## config.mk

```make
export PLATFORM = sky130hd
export DESIGN_NAME = hazard_scoreboard_flat
export DESIGN_NICKNAME = d
export VERILOG_FILES = /design/src/rtl/hazard_pkg.sv /design/src/rtl/hazard_scoreboard_if.sv /design/src/rtl/hazard_scoreboard_md_busy_counter.sv /design/src/rtl/hazard_scoreboard.sv /design/src/flat_wrapper.sv
export SDC_FILE = /design/constraint.sdc
export NUM_CORES = 1
export LEC_CHECK = 0
export ABC_AREA = 1
export CAP_MARGIN = 10
export CELL_PAD_IN_SITES_DETAIL_PLACEMENT = 1
export CELL_PAD_IN_SITES_GLOBAL_PLACEMENT = 2
export CORE_UTILIZATION = 33
export DETAILED_ROUTE_END_ITERATION = 8
export HOLD_SLACK_MARGIN = 0.12
export PLACE_DENSITY_LB_ADDON = 0.1
export SYNTH_ARGS = -nofsm -noshare
export SYNTH_HDL_FRONTEND = slang
export SYNTH_SLANG_ARGS = --single-unit
```

## constraint.sdc

```tcl
create_clock -name clk -period 4 [get_ports clk]
set_input_delay 0.8 -clock clk [delete_from_list [all_inputs] [get_ports clk]]
set_output_delay 0.8 -clock clk [all_outputs]
set_load 0.02 [all_outputs]
```

## src/rtl/hazard_pkg.sv

```systemverilog
// Shared defaults and per-class pipeline timing (Tuse/Tnew) for the hazard scoreboard.
package hazard_pkg;

    localparam int TNEW_W_DEF   = 2;
    localparam int MULT_CYC_DEF = 5;
    localparam int DIV_CYC_DEF  = 10;

    typedef enum logic [2:0] {
        CLS_CALC_R,
        CLS_CALC_I,
        CLS_LOAD,
        CLS_MFC0,
        CLS_BRANCH,
        CLS_JR,
        CLS_STORE
    } instr_class_e;

    typedef struct packed {
        logic [TNEW_W_DEF-1:0] tuse_rs;
        logic [TNEW_W_DEF-1:0] tuse_rt;
        logic [TNEW_W_DEF-1:0] tnew;
    } timing_t;

    // Tuse = cycles from ID until the operand is consumed; Tnew = cycles from issue until forwardable.
    localparam timing_t TIMING_CALC_R = '{tuse_rs: 2'd1, tuse_rt: 2'd1, tnew: 2'd1};
    localparam timing_t TIMING_CALC_I = '{tuse_rs: 2'd1, tuse_rt: 2'd3, tnew: 2'd1};
    localparam timing_t TIMING_LOAD   = '{tuse_rs: 2'd1, tuse_rt: 2'd3, tnew: 2'd2};
    localparam timing_t TIMING_MFC0   = '{tuse_rs: 2'd3, tuse_rt: 2'd3, tnew: 2'd2};
    localparam timing_t TIMING_BRANCH = '{tuse_rs: 2'd0, tuse_rt: 2'd0, tnew: 2'd0};
    localparam timing_t TIMING_JR     = '{tuse_rs: 2'd0, tuse_rt: 2'd3, tnew: 2'd0};
    localparam timing_t TIMING_STORE  = '{tuse_rs: 2'd1, tuse_rt: 2'd2, tnew: 2'd0};

    function automatic timing_t class_timing(input instr_class_e cls);
        timing_t t;
        case (cls)
            CLS_CALC_R: t = TIMING_CALC_R;
            CLS_CALC_I: t = TIMING_CALC_I;
            CLS_LOAD:   t = TIMING_LOAD;
            CLS_MFC0:   t = TIMING_MFC0;
            CLS_BRANCH: t = TIMING_BRANCH;
            CLS_JR:     t = TIMING_JR;
            CLS_STORE:  t = TIMING_STORE;
            default:    t = TIMING_CALC_R;
        endcase
        return t;
    endfunction

    function automatic int md_cnt_width(input int mult_cyc, input int div_cyc);
        return $clog2(((mult_cyc > div_cyc) ? mult_cyc : div_cyc) + 1);
    endfunction

endpackage

```

## src/rtl/hazard_scoreboard_if.sv

```systemverilog
// Signal bundle between the ID stage / mult-div control and hazard_scoreboard.
interface hazard_scoreboard_if
    import hazard_pkg::*;
#(
    parameter int NREG   = 32,
    parameter int TNEW_W = TNEW_W_DEF
);
    localparam int AW = $clog2(NREG);

    logic              id_valid;
    logic              id_use_rs;
    logic              id_use_rt;
    logic [AW-1:0]     id_rs;
    logic [AW-1:0]     id_rt;
    logic [TNEW_W-1:0] id_tuse_rs;
    logic [TNEW_W-1:0] id_tuse_rt;
    logic              id_wr_en;
    logic [AW-1:0]     id_wr_addr;
    logic [TNEW_W-1:0] id_tnew;
    logic              id_is_md;
    logic              md_start;
    logic              md_is_div;
    logic              flush;
    logic              stall;
    logic              md_busy;

    modport master (
        output id_valid, id_use_rs, id_use_rt, id_rs, id_rt, id_tuse_rs, id_tuse_rt,
        output id_wr_en, id_wr_addr, id_tnew, id_is_md, md_start, md_is_div, flush,
        input  stall, md_busy
    );

    modport slave (
        input  id_valid, id_use_rs, id_use_rt, id_rs, id_rt, id_tuse_rs, id_tuse_rt,
        input  id_wr_en, id_wr_addr, id_tnew, id_is_md, md_start, md_is_div, flush,
        output stall, md_busy
    );

endinterface

```

## src/rtl/hazard_scoreboard_md_busy_counter.sv

```systemverilog
// Mult/div busy countdown; only built when HAZARD_SCOREBOARD_MD_EN is defined.
`ifdef HAZARD_SCOREBOARD_MD_EN
module md_busy_counter
    import hazard_pkg::*;
#(
    parameter int MULT_CYC = MULT_CYC_DEF,
    parameter int DIV_CYC  = DIV_CYC_DEF
) (
    input  logic clk,
    input  logic reset,
    input  logic start_i,
    input  logic is_div_i,
    output logic busy_o
);
    localparam int CW = md_cnt_width(MULT_CYC, DIV_CYC);

    logic [CW-1:0] md_cnt_q;
    logic [CW-1:0] md_cnt_d;

    // A start while already counting is a protocol error and is dropped.
    always_comb begin
        md_cnt_d = md_cnt_q;
        if (md_cnt_q != '0) begin
            md_cnt_d = md_cnt_q - 1'b1;
        end else if (start_i) begin
            md_cnt_d = is_div_i ? CW'(DIV_CYC) : CW'(MULT_CYC);
        end
    end

    always_ff @(posedge clk) begin
        if (reset) begin
            md_cnt_q <= '0;
        end else begin
            md_cnt_q <= md_cnt_d;
        end
    end

    assign busy_o = (md_cnt_q != '0);

endmodule
`endif

```

## src/rtl/hazard_scoreboard.sv

```systemverilog
// Per-register Tnew/Tuse stall scoreboard; optional mult/div busy tracking under HAZARD_SCOREBOARD_MD_EN.
module hazard_scoreboard
    import hazard_pkg::*;
#(
    parameter int NREG     = 32,
    parameter int TNEW_W   = TNEW_W_DEF,
    parameter int MULT_CYC = MULT_CYC_DEF,
    parameter int DIV_CYC  = DIV_CYC_DEF
) (
    input logic                clk,
    input logic                reset,
    hazard_scoreboard_if.slave sb
);
    localparam int AW = $clog2(NREG);

    logic [TNEW_W-1:0] pend_q [NREG];
    logic [TNEW_W-1:0] pend_d [NREG];

    logic stall_rs;
    logic stall_rt;
    logic stall_md;
    logic stall;
    logic issue;
    logic md_busy;

    // Stall reads pre-edge pend values, so a same-cycle write never hides a hazard.
    always_comb begin
        stall_rs = sb.id_use_rs & (sb.id_rs != '0) & (pend_q[sb.id_rs] > sb.id_tuse_rs);
        stall_rt = sb.id_use_rt & (sb.id_rt != '0) & (pend_q[sb.id_rt] > sb.id_tuse_rt);
        stall    = sb.id_valid & (stall_rs | stall_rt | stall_md);
        issue    = sb.id_valid & ~stall;
    end

    always_comb begin
        for (int r = 0; r < NREG; r++) begin
            pend_d[r] = (pend_q[r] != '0) ? pend_q[r] - 1'b1 : '0;
            if (issue && sb.id_wr_en && (sb.id_wr_addr == AW'(r))) begin
                pend_d[r] = sb.id_tnew;
            end
            if (sb.flush || (r == 0)) begin
                pend_d[r] = '0;
            end
        end
    end

    always_ff @(posedge clk) begin
        if (reset) begin
            for (int r = 0; r < NREG; r++) begin
                pend_q[r] <= '0;
            end
        end else begin
            pend_q <= pend_d;
        end
    end

`ifdef HAZARD_SCOREBOARD_MD_EN
    md_busy_counter #(
        .MULT_CYC (MULT_CYC),
        .DIV_CYC  (DIV_CYC)
    ) u_md_busy_counter (
        .clk      (clk),
        .reset    (reset),
        .start_i  (sb.md_start),
        .is_div_i (sb.md_is_div),
        .busy_o   (md_busy)
    );

    assign stall_md = sb.id_is_md & (md_busy | sb.md_start);
`else
    logic unused_md;

    assign md_busy   = 1'b0;
    assign stall_md  = 1'b0;
    assign unused_md = ^{sb.md_start, sb.md_is_div, sb.id_is_md, 1'(MULT_CYC), 1'(DIV_CYC)};
`endif

    assign sb.stall   = stall;
    assign sb.md_busy = md_busy;

endmodule
```

## src/flat_wrapper.sv

```systemverilog
// flat-port wrapper written by rule: the top's interface ports become plain ports
module hazard_scoreboard_flat import hazard_pkg::*;
#(
    parameter int NREG     = 32,
    parameter int TNEW_W   = TNEW_W_DEF,
    parameter int MULT_CYC = MULT_CYC_DEF,
    parameter int DIV_CYC  = DIV_CYC_DEF
)
  (clk, reset, sb_id_valid, sb_id_use_rs, sb_id_use_rt, sb_id_rs, sb_id_rt, sb_id_tuse_rs, sb_id_tuse_rt, sb_id_wr_en, sb_id_wr_addr, sb_id_tnew, sb_id_is_md, sb_md_start, sb_md_is_div, sb_flush, sb_stall, sb_md_busy);
  hazard_scoreboard_if #(.NREG(NREG), .TNEW_W(TNEW_W)) sb_i ();
  input logic clk;
  input logic reset;
  input wire logic [$bits(sb_i.id_valid)-1:0] sb_id_valid;
  input wire logic [$bits(sb_i.id_use_rs)-1:0] sb_id_use_rs;
  input wire logic [$bits(sb_i.id_use_rt)-1:0] sb_id_use_rt;
  input wire logic [$bits(sb_i.id_rs)-1:0] sb_id_rs;
  input wire logic [$bits(sb_i.id_rt)-1:0] sb_id_rt;
  input wire logic [$bits(sb_i.id_tuse_rs)-1:0] sb_id_tuse_rs;
  input wire logic [$bits(sb_i.id_tuse_rt)-1:0] sb_id_tuse_rt;
  input wire logic [$bits(sb_i.id_wr_en)-1:0] sb_id_wr_en;
  input wire logic [$bits(sb_i.id_wr_addr)-1:0] sb_id_wr_addr;
  input wire logic [$bits(sb_i.id_tnew)-1:0] sb_id_tnew;
  input wire logic [$bits(sb_i.id_is_md)-1:0] sb_id_is_md;
  input wire logic [$bits(sb_i.md_start)-1:0] sb_md_start;
  input wire logic [$bits(sb_i.md_is_div)-1:0] sb_md_is_div;
  input wire logic [$bits(sb_i.flush)-1:0] sb_flush;
  output wire logic [$bits(sb_i.stall)-1:0] sb_stall;
  output wire logic [$bits(sb_i.md_busy)-1:0] sb_md_busy;
  assign sb_i.id_valid = sb_id_valid;
  assign sb_i.id_use_rs = sb_id_use_rs;
  assign sb_i.id_use_rt = sb_id_use_rt;
  assign sb_i.id_rs = sb_id_rs;
  assign sb_i.id_rt = sb_id_rt;
  assign sb_i.id_tuse_rs = sb_id_tuse_rs;
  assign sb_i.id_tuse_rt = sb_id_tuse_rt;
  assign sb_i.id_wr_en = sb_id_wr_en;
  assign sb_i.id_wr_addr = sb_id_wr_addr;
  assign sb_i.id_tnew = sb_id_tnew;
  assign sb_i.id_is_md = sb_id_is_md;
  assign sb_i.md_start = sb_md_start;
  assign sb_i.md_is_div = sb_md_is_div;
  assign sb_i.flush = sb_flush;
  assign sb_stall = sb_i.stall;
  assign sb_md_busy = sb_i.md_busy;
  hazard_scoreboard #(.NREG(NREG), .TNEW_W(TNEW_W), .MULT_CYC(MULT_CYC), .DIV_CYC(DIV_CYC)) u_core (.clk(clk), .reset(reset), .sb(sb_i));
endmodule
```

* Word level (Yosys, flattened, before mapping) *
Cells that the tools add are included.

word-level totals
  bits in registers = 64
  output and inout bits = 2
  word-level logic and storage cells = 242
  input port bits = 31

cells by class
  bitwise logic cells = 10
  equality and inequality tests = 31
  add/subtract/negate cells = 31
  magnitude comparators = 4
  multiplexer cells = 68
  reduce and logical (&&, ||, !) cells = 66

operator list
  kind                                                                 number
  2-bit two-way mux                                                    66
  5-bit == test (second input constant)                                16
  2-bit nonzero test                                                   31
  2-bit by 1-bit subtractor with 2-bit output (second input constant)  31
  5-bit by 4-bit == test with 1-bit output (second input constant)     8
  1-bit logical AND                                                    32
  2-bit binary-select mux with 5-bit select                            2
  5-bit by 3-bit == test with 1-bit output (second input constant)     4
  6-bit greater-or-equal comparator (second input constant)            2
  5-bit NOT with 6-bit output                                          2
  5-bit by 2-bit == test with 1-bit output (second input constant)     2
  5-bit nonzero test                                                   2
  1-bit AND                                                            6
  5-bit by 1-bit == test with 1-bit output (second input constant)     1
  2-bit greater-than comparator                                        2
  2-bit OR reduction                                                   1
  1-bit NOT                                                            1
  1-bit bitwise OR                                                     1

* Depth between registers and ports, before layout *
Gate-level depths: netlist of run 1.

  word-level depth = 13
  mapped depth = 18

* Worst setup path after synthesis of run 1 *
OpenSTA, ideal clock, no wires.

  path type = input to output
  start = in sb_id_rs[1]
  end = out sb_stall
  arrival = 3.040 ns
  cell stages on the path = 13
  path slack = 0.160 ns
  buffers on the path = 2
  cells stage by stage = buf_6 > clkinv_1 > nand2_1 > o211ai_1 > nand3_1 > nand2_1 > nand2_1 > nand2_1 > ha_1 > a21boi_0 > nand3_4 > buf_12 > a21boi_0

between the ends
  longest elaborated chain between the ends = 8
  elaborated cells between the ends (all ways) = 10
  those cells by class = order compare (1); mux (3); bitwise (5); reduce/logical (1)

RTL lines
  what                                                  RTL line                 source
  start: declaration                                    flat_wrapper.sv:16       input wire logic [$bits(sb_i.id_rs)-1:0] sb_id_rs;
  5-bit NOT with 6-bit output (implied by the code)     hazard_scoreboard.sv:28  stall_rs = sb.id_use_rs & (sb.id_rs != '0) & (pend_q[sb.id_rs] > sb.id_tuse_rs);
  2-bit binary-select mux with 5-bit select             hazard_scoreboard.sv:28
  2-bit two-way mux (implied by the code) (2 in a row)  hazard_scoreboard.sv:28
  2-bit greater-than comparator                         hazard_scoreboard.sv:28
  1-bit AND *                                           hazard_scoreboard.sv:28
  1-bit bitwise OR *                                    hazard_scoreboard.sv:30  stall = sb.id_valid & (stall_rs | stall_rt | stall_md);
  1-bit AND *                                           hazard_scoreboard.sv:30
  end: declaration                                      flat_wrapper.sv:27       output wire logic [$bits(sb_i.stall)-1:0] sb_stall;

Mark *: on every way between the ends. The rest lies on a longest branch, timed or not. The select of a mux whose other input is x is not followed.

* Final worst setup path of run 1 *
  start = in sb_id_rs[0]
  end = out sb_stall

The elaborated chain is that of the path after synthesis.

==> flow_summary_export.csv, run 1 <==
group,metric,value,unit
synth,synth_edf_count,0,
critical_path,cp.required,3.20,ns
pwr,clockPowerShare,43.2,%
timing,worstMarginPinSlew,0.809,ns
job,cap_violations,0,
cts,cts_sinks,62,
final_layout,area_growth_syn_to_layout,17.2,%
synth,synth.distinct_cells,30,
synth,yosysMostFrequentCell,"nand2_1",
global_routing,first_global_vias,5320,
cts,cts-root-buf,"clkbuf_16",
floorplan,start_util,33.9,%
synth,synth_commonest_cells,"nand2_1, nor2_1, dfxtp_1",
critical_path,critical_path.startpoint_type,"primary input",
timing,fmax,263,MHz
timing,hold_violations,0,
final_layout,drive_above_1_share,12.2,%
pwr,power_leakage,2.56,nW
synth,ys_ff_latch,62,
cts,cts_buffers,9,
timing,slew_viol_final,0,
drt,drt_iter0_markers,327,
timing,max-slew-margin-rel,46.1,%
drt,drc,0,
timing,finalCritPeriodShare,95.1,%
floorplan,coreArea,14500,sq um
cts,path_clk_slew,0.05,ns
floorplan,dieHeight,124,um
pwr,p_sw_share,30.6,%
timing,setup_viol,0,
critical_path,criticalPathCategory,"primary input to output pin",
timing,rsz0062_at_grt,"false",
critical_path,crit_path_max_fanout,12,
pwr,p_int,1.18,mW
floorplan,die_w,124,um
synth,synth_area_leaders,"dfxtp_1, nand2_1, nand4_4",
global_routing,overflow,0,
synth,syn-num-nets,809,
cts,cts_tree,"built",
floorplan,rows,44,
drt,wirelength,17.4,mm
final_layout,nNetsFinal,841,
pwr,pwr-share-seq,36.5,%
drt,antenna_left,0,
timing,setup_tns,0,ns
timing,post-route-min-period,3.80,ns
synth,synthesis.area,4930,sq um
global_routing,grt_first_pass_wirelength,28.7,mm
placement,portBuffers,28,
synth,synth_seq_area_share,25.2,%
critical_path,slowest_stage,"dlygate4sd2_1",
synth,synth_flop_cell,"dfxtp_1",
synth,yosys_warnings,0,
timing,whs,0.525,ns
cts,cts_setup_buffers,0,
drt,wl_per_cell,17.6,um
global_routing,grt_usage,23.7,%
synth,avgSynthCellArea,6.37,sq um
final_layout,largest_reg_flops,62,
placement,gp_congestion,0.801,
critical_path,timing.critical_path.cells,"dlygate4sd2_1, inv_1, buf_4, a21oi_1, o21ai_0, nand3_1, nand3_1, nand3_1, nand2_1, ha_1, a21boi_0, buf_4, nand3_4, a21boi_2, buf_4",
global_routing,grt_max_degree,63,
placement,post-dp-hpwl,12.8,mm
critical_path,critPathArrivalTime,3.00,ns
synth,synthArstFlopShare,0,%
timing,final.setup_skew,0.00904,ns
floorplan,num_io_pins,33,
drt,dr_total_vias,5100,
pwr,peakVddDrop,0.000174,V
synth,synth_top_area_share,25.2,%
cts,clk_path_buf_depth,2,
cts,clk_latency,0.35,ns
cts,h-tree-depth,3,
floorplan,die-area,15400,sq um
synth,yosysTopAreaCell,"dfxtp_1",
final_layout,diodes,0,
synth,postSynthCellCount,774,
drt,drtPass1Iterations,4,
pwr,power.switching,521,uW
final_layout,top_register,"u_core.pend_q",
pwr,power_density,295,nW/um^2
hold_path,hold_path_class,"register to register",
drt,via_per_inst,5.13,
outcome,status,"finished clean",
global_routing,antenna_found_initial,0,
pwr,p_comb_share,20.4,%
critical_path,cpPeakStageDelay,0.34,ns
final_layout,reg_top3,"u_core.pend_q (62)",
critical_path,crit_path_end_kind,"output pin",
final_layout,fill_cells,1925,
[worst max-delay path: cells and delay by family]
family          cells  cell delay [ns]
simple gates        5             0.44
compound gates      4             0.56
fa+ha+maj           1             0.26
buf+inv             5             0.93
[layout by cell type (no fill, tap or decap), types with 3 or more instances in the layout]
cell / count
clkdlybuf4s50_1: 23
nand3_1: 58
buf_12: 4
o21ai_0: 19
nand4_4: 29
clkbuf_16: 9
inv_1: 59
buf_4: 28
inv_2: 3
or2_2: 5
a21oi_1: 24
o211ai_1: 31
dfxtp_1: 62
nand2_1: 254
nor2_1: 154
clkbuf_1: 3
nand4_1: 3
nor3_1: 10
dlygate4sd2_1: 3
ha_1: 4
buf_6: 4
[layer usage]
layer	GRT usage, %	part of all wire, %
met5	0	0
met4	8.65	1.4
met3	3.23	3.7
met2	39.1	48
met1	31.3	47
[through the flow]
step           utilization, %  std cells  cell area [sq um]  worst slack [ns]  power [mW]
3_5_place_dp             37.7        979               5470            -0.677       0.976
4_1_cts                  39.6        994               5760           0.00130        1.72
6_report                 39.7        994               5780             0.198        1.70
5_1_grt                  39.7        994               5780            0.0266        1.78
3_3_place_gp             37.7        979               5470            -0.582       0.966
2_1_floorplan               -        774               4930             0.160       0.868
[final timing paths]
kind | from | endpoint | slack (ns) | cells past startpoint
worst max register to register | u_core.pend_q[5]$_SDFF_PP0_ | u_core.pend_q[38]$_SDFF_PP0_ | 0.95 | 15
worst min-delay path | u_core.pend_q[7]$_SDFF_PP0_ | u_core.pend_q[7]$_SDFF_PP0_ | 0.53 | 4
worst max-delay path | sb_id_rs[0] | sb_stall | 0.20 | 15
worst min register to register | u_core.pend_q[7]$_SDFF_PP0_ | u_core.pend_q[7]$_SDFF_PP0_ | 0.53 | 4
[area by class of cell]
| class | count | area (sq um) | share of cell area, % |
|---|---|---|---|
| multi-input cells | 606 | 3190 | 55.2 |
| flip-flops and latches | 62 | 1240 | 21.5 |
| repair buffers | 63 | 604 | 10.5 |
| clock buffers | 14 | 264 | 4.57 |
| inverters | 64 | 244 | 4.22 |
| well taps | 184 | 230 | 3.99 |
| clock inverters | 1 | 5.00 | 0.0866 |
[power by group through the flow]
stage | Sequential (mW) | Clock [mW] | Combinational [mW]
final | 0.620 | 0.734 | 0.347
after global routing | 0.620 | 0.784 | 0.377
after global placement | 0.633 | 0 | 0.333
after detailed placement | 0.633 | 0 | 0.342
after floorplan | 0.633 | 0 | 0.235
after CTS | 0.620 | 0.751 | 0.346
[kinds of logic (layout without fill, tap and decap cells)]
kind of cell	count (synthesis)	after routing	synth area share, %
AND/OR/NAND/NOR	521	521	52.9
buffers and inverters	106	142	10.9
AO/OA/AOI/OAI	80	80	9.95
flip-flops	62	62	25.2
adder cells (fa/ha/maj)	4	4	1.02
other	1	1	0.0761
[repair_timing]
action / 4_1_cts / 5_1_grt
hold buffers: 0 / 0
pin swaps: 0 / 0
setup endpoints to repair: 1 / 6
resized for setup: 18 / 5
(Power assumes the default switching activity.)
==> inputs of run 2 (changes only) <==
Settings changed: ABC_AREA 1 to default, CORE_UTILIZATION 33 to 36.
==> run 2 against run 1 <==
- largest power group unchanged
- register-to-register slack got worse by 0.24 ns
- sequential cell count unchanged
- count of clock-buffer cells in the layout down 3
- synthesized area down 15%
- global-route usage rose by 2.9 points
- first-iteration DRC count shrank 38%
- clock skew shrank 0.0014 ns
- power fell by 6.4%
==> flow_summary_export.csv, run 2 <==
group,metric,value,unit
synth,synth_flop_cell,"dfxtp_1",
global_routing,grt_first_pass_wirelength,23.4,mm
synth,synth.distinct_cells,47,
synth,synth_compound_area_share,25.8,%
floorplan,dieHeight,110,um
critical_path,timing.rr.start,"u_core.pend_q[45]$_SDFF_PP0_",
drt,wl_per_cell,22.6,um
final_layout,fin_util,47.1,%
timing,final.setup_skew,0.00763,ns
timing,worstMarginPinSlew,0.878,ns
critical_path,r2r_setup_slack,0.71,ns
synth,synthMuxAreaShare,17.4,%
final_layout,nNetsFinal,552,
global_routing,first_global_vias,4179,
timing,max-slew-margin-rel,41.3,%
critical_path,crit_path_end_kind,"output pin",
hold_path,hold_path_class,"register to register",
timing,hold_violations,0,
floorplan,die-area,12100,sq um
placement,portBuffers,28,
final_layout,diodes,0,
global_routing,antenna_found_initial,0,
synth,yosysTopAreaCell,"dfxtp_1",
synth,synth-simple-area-share,16.5,%
drt,drc,0,
final_layout,drive_above_1_share,21.0,%
final_layout,reg_top3,"u_core.pend_q (62)",
drt,drt_iter0_markers,202,
global_routing,overflow,0,
global_routing,grt_max_degree,63,
critical_path,crit_path_max_fanout,4,
placement,postPlaceCellArea,4720,sq um
cts,path_clk_slew,0.05,ns
critical_path,reg2reg_to,"u_core.pend_q[55]$_SDFF_PP0_",
pwr,power_leakage,1.57,nW
synth,synth_area_leaders,"dfxtp_1, mux4_2, a21oi_1",
synth,ys_ff_latch,62,
synth,yosys_warnings,0,
timing,slew_viol_final,0,
cts,cts_tree,"built",
drt,via_per_inst,6.20,
cts,cts_sinks,62,
synth,syn-num-nets,518,
outcome,status,"finished clean",
final_layout,final_area,5220,sq um
synth,synth_xor_area_share,0,%
synth,synth_commonest_cells,"a21oi_1, dfxtp_1, nand3_1",
timing,post-route-min-period,3.95,ns
timing,rsz0062_at_grt,"true",
pwr,power_density,305,nW/um^2
floorplan,start_util,37.8,%
timing,setup_viol,0,
timing,finalCritPeriodShare,98.9,%
final_layout,fill_cells,1275,
job,cap_violations,0,
critical_path,ff2ff_path_depth,12,
synth,synth_seq_area_share,29.7,%
pwr,peakVddDrop,0.000262,V
timing,fmax,253,MHz
cts,h-tree-depth,3,
hold_path,hold_path_depth,2,
global_routing,grt_usage,26.6,%
floorplan,num_io_pins,33,
critical_path,critPathArrivalTime,3.15,ns
synth,avgSynthCellArea,8.66,sq um
final_layout,top_register,"u_core.pend_q",
critical_path,criticalPathCategory,"primary input to output pin",
drt,wirelength,14.9,mm
cts,cts_buffers,9,
placement,gp_congestion,0.872,
pwr,total_power,1.59,mW
synth,synth_top_area_share,29.7,%
critical_path,critical_path.startpoint_type,"primary input",
synth,synthesis.area,4180,sq um
cts,clk_latency,0.34,ns
critical_path,cp.required,3.20,ns
drt,dr_total_vias,4086,
cts,clk_path_buf_depth,2,
synth,postSynthCellCount,483,
final_layout,area_growth_syn_to_layout,24.7,%
final_layout,mostFrequentLayoutCell,"a21oi_1",
placement,post-dp-hpwl,9.98,mm
synth,synth_edf_count,0,
floorplan,rows,38,
drt,antenna_left,0,
hold_path,hold_start,"u_core.pend_q[21]$_SDFF_PP0_",
hold_path,holdPathEnd,"u_core.pend_q[21]$_SDFF_PP0_",
drt,drtPass1Iterations,4,
synth,yosysMostFrequentCell,"a21oi_1",
synth,synth_top_family_by_area,"compound AO/OA/AOI/OAI gates",
cts,cts-root-buf,"clkbuf_16",
floorplan,coreArea,11100,sq um
final_layout,largest_reg_flops,62,
final_layout,most-common-layout-cells,"a21oi_1, dfxtp_1, nand3_1",
synth,synth_fa_ha_area_share,1.20,%
synth,synthArstFlopShare,0,%
floorplan,die_w,110,um
==> run 2: changes by cell type after synthesis, sizes merged, moves of 29 or more <==
cell,previous run,this run
inv,63,34
nor2,157,29
nand2,255,16
o311ai,0,38
a21oi,25,67
==> run 2: logic make-up (layout without fill, tap and decap cells) <==
logic type	count (synthesis)	after routing
compound gates	156	156
fa+ha+maj	4	4
buf+inv	84	120
flops	62	62
mux	42	42
other cells	1	1
simple gates	134	134
==> run 2: final cells by class <==
type	instances	area [sq um]	share of cell area, %
timing repair buffer	73	816	15.6
clock inverter	2	12.5	0.240
sequential	62	1240	23.8
multi-input combinational	337	2610	50.0
tap	140	175	3.36
clock buffer	11	233	4.46
inverter	34	128	2.45
==> run 2: layer usage <==
layer	GRT usage [%]	share of wire (%)	up-vias
li1	-	-	1931
met1	33.5	43	2046
met2	44.2	50	89
met3	5.57	4.9	20
met4	10.6	2.2	0
met5	0	0	-
==> run 2: timing repair <==
| action | 4_1_cts | 5_1_grt |
|---|---|---|
| cloned | 2 | 0 |
| pin swaps | 10 | 16 |
| setup buffers | 7 | 5 |
| gates resized for setup | 30 | 20 |
| hold buffers | 0 | 0 |
| endpoints found under the setup margin | 1 | 1 |
==> run 2: per-stage QoR <==
stage / setup slack [ns] / setup TNS, ns / instances / hold slack [ns]
2_1_floorplan: 0.0254 / 0 / 483 / 0.453
3_3_place_gp: -0.789 / -6.69 / 633 / 0.459
3_5_place_dp: -0.846 / -10.35 / 633 / 0.472
4_1_cts: 0.0319 / 0 / 655 / 0.486
5_1_grt: -0.0857 / -0.0857 / 659 / 0.512
6_report: 0.0453 / 0 / 659 / 0.483
==> run 2: power breakdown <==
part / switching, mW / total, mW / internal (mW)
Clock: 0.270 / 0.676 / 0.407
Combinational: 0.173 / 0.296 / 0.124
Sequential: 0.000753 / 0.620 / 0.619
Total: 0.443 / 1.59 / 1.15
==> run 2: worst max path at each step <==
stage	endpoint	startpoint	slack [ns]	depth (start not counted)
final	sb_stall	sb_id_rt[0]	0.05	12
after CTS	sb_stall	sb_id_rs[0]	0.03	13
after detailed placement	sb_stall	sb_id_rs[0]	-0.85	13
after global routing	sb_stall	sb_id_rs[0]	-0.09	14
after floorplan	sb_stall	sb_id_rs[0]	0.03	13
after global placement	sb_stall	sb_id_rs[0]	-0.79	13
==> run 2: critical path: stages <==
cell	delay, ns
buf_4	0.12
bufbuf_16	0.26
mux4_2	0.51
o211ai_1	0.18
o211ai_1	0.11
o21ai_1	0.10
ha_1	0.25
nor2b_1	0.13
o211ai_1	0.24
o22ai_2	0.15
and2_4	0.18
buf_6	0.12
==> inputs of run 3 (changes only) <==
Settings changed: ABC_AREA from default to 1, CORE_UTILIZATION 36 to 33.
==> results of run 3 <==
The final DEF is identical to that of run 1; final timing and power are the same.
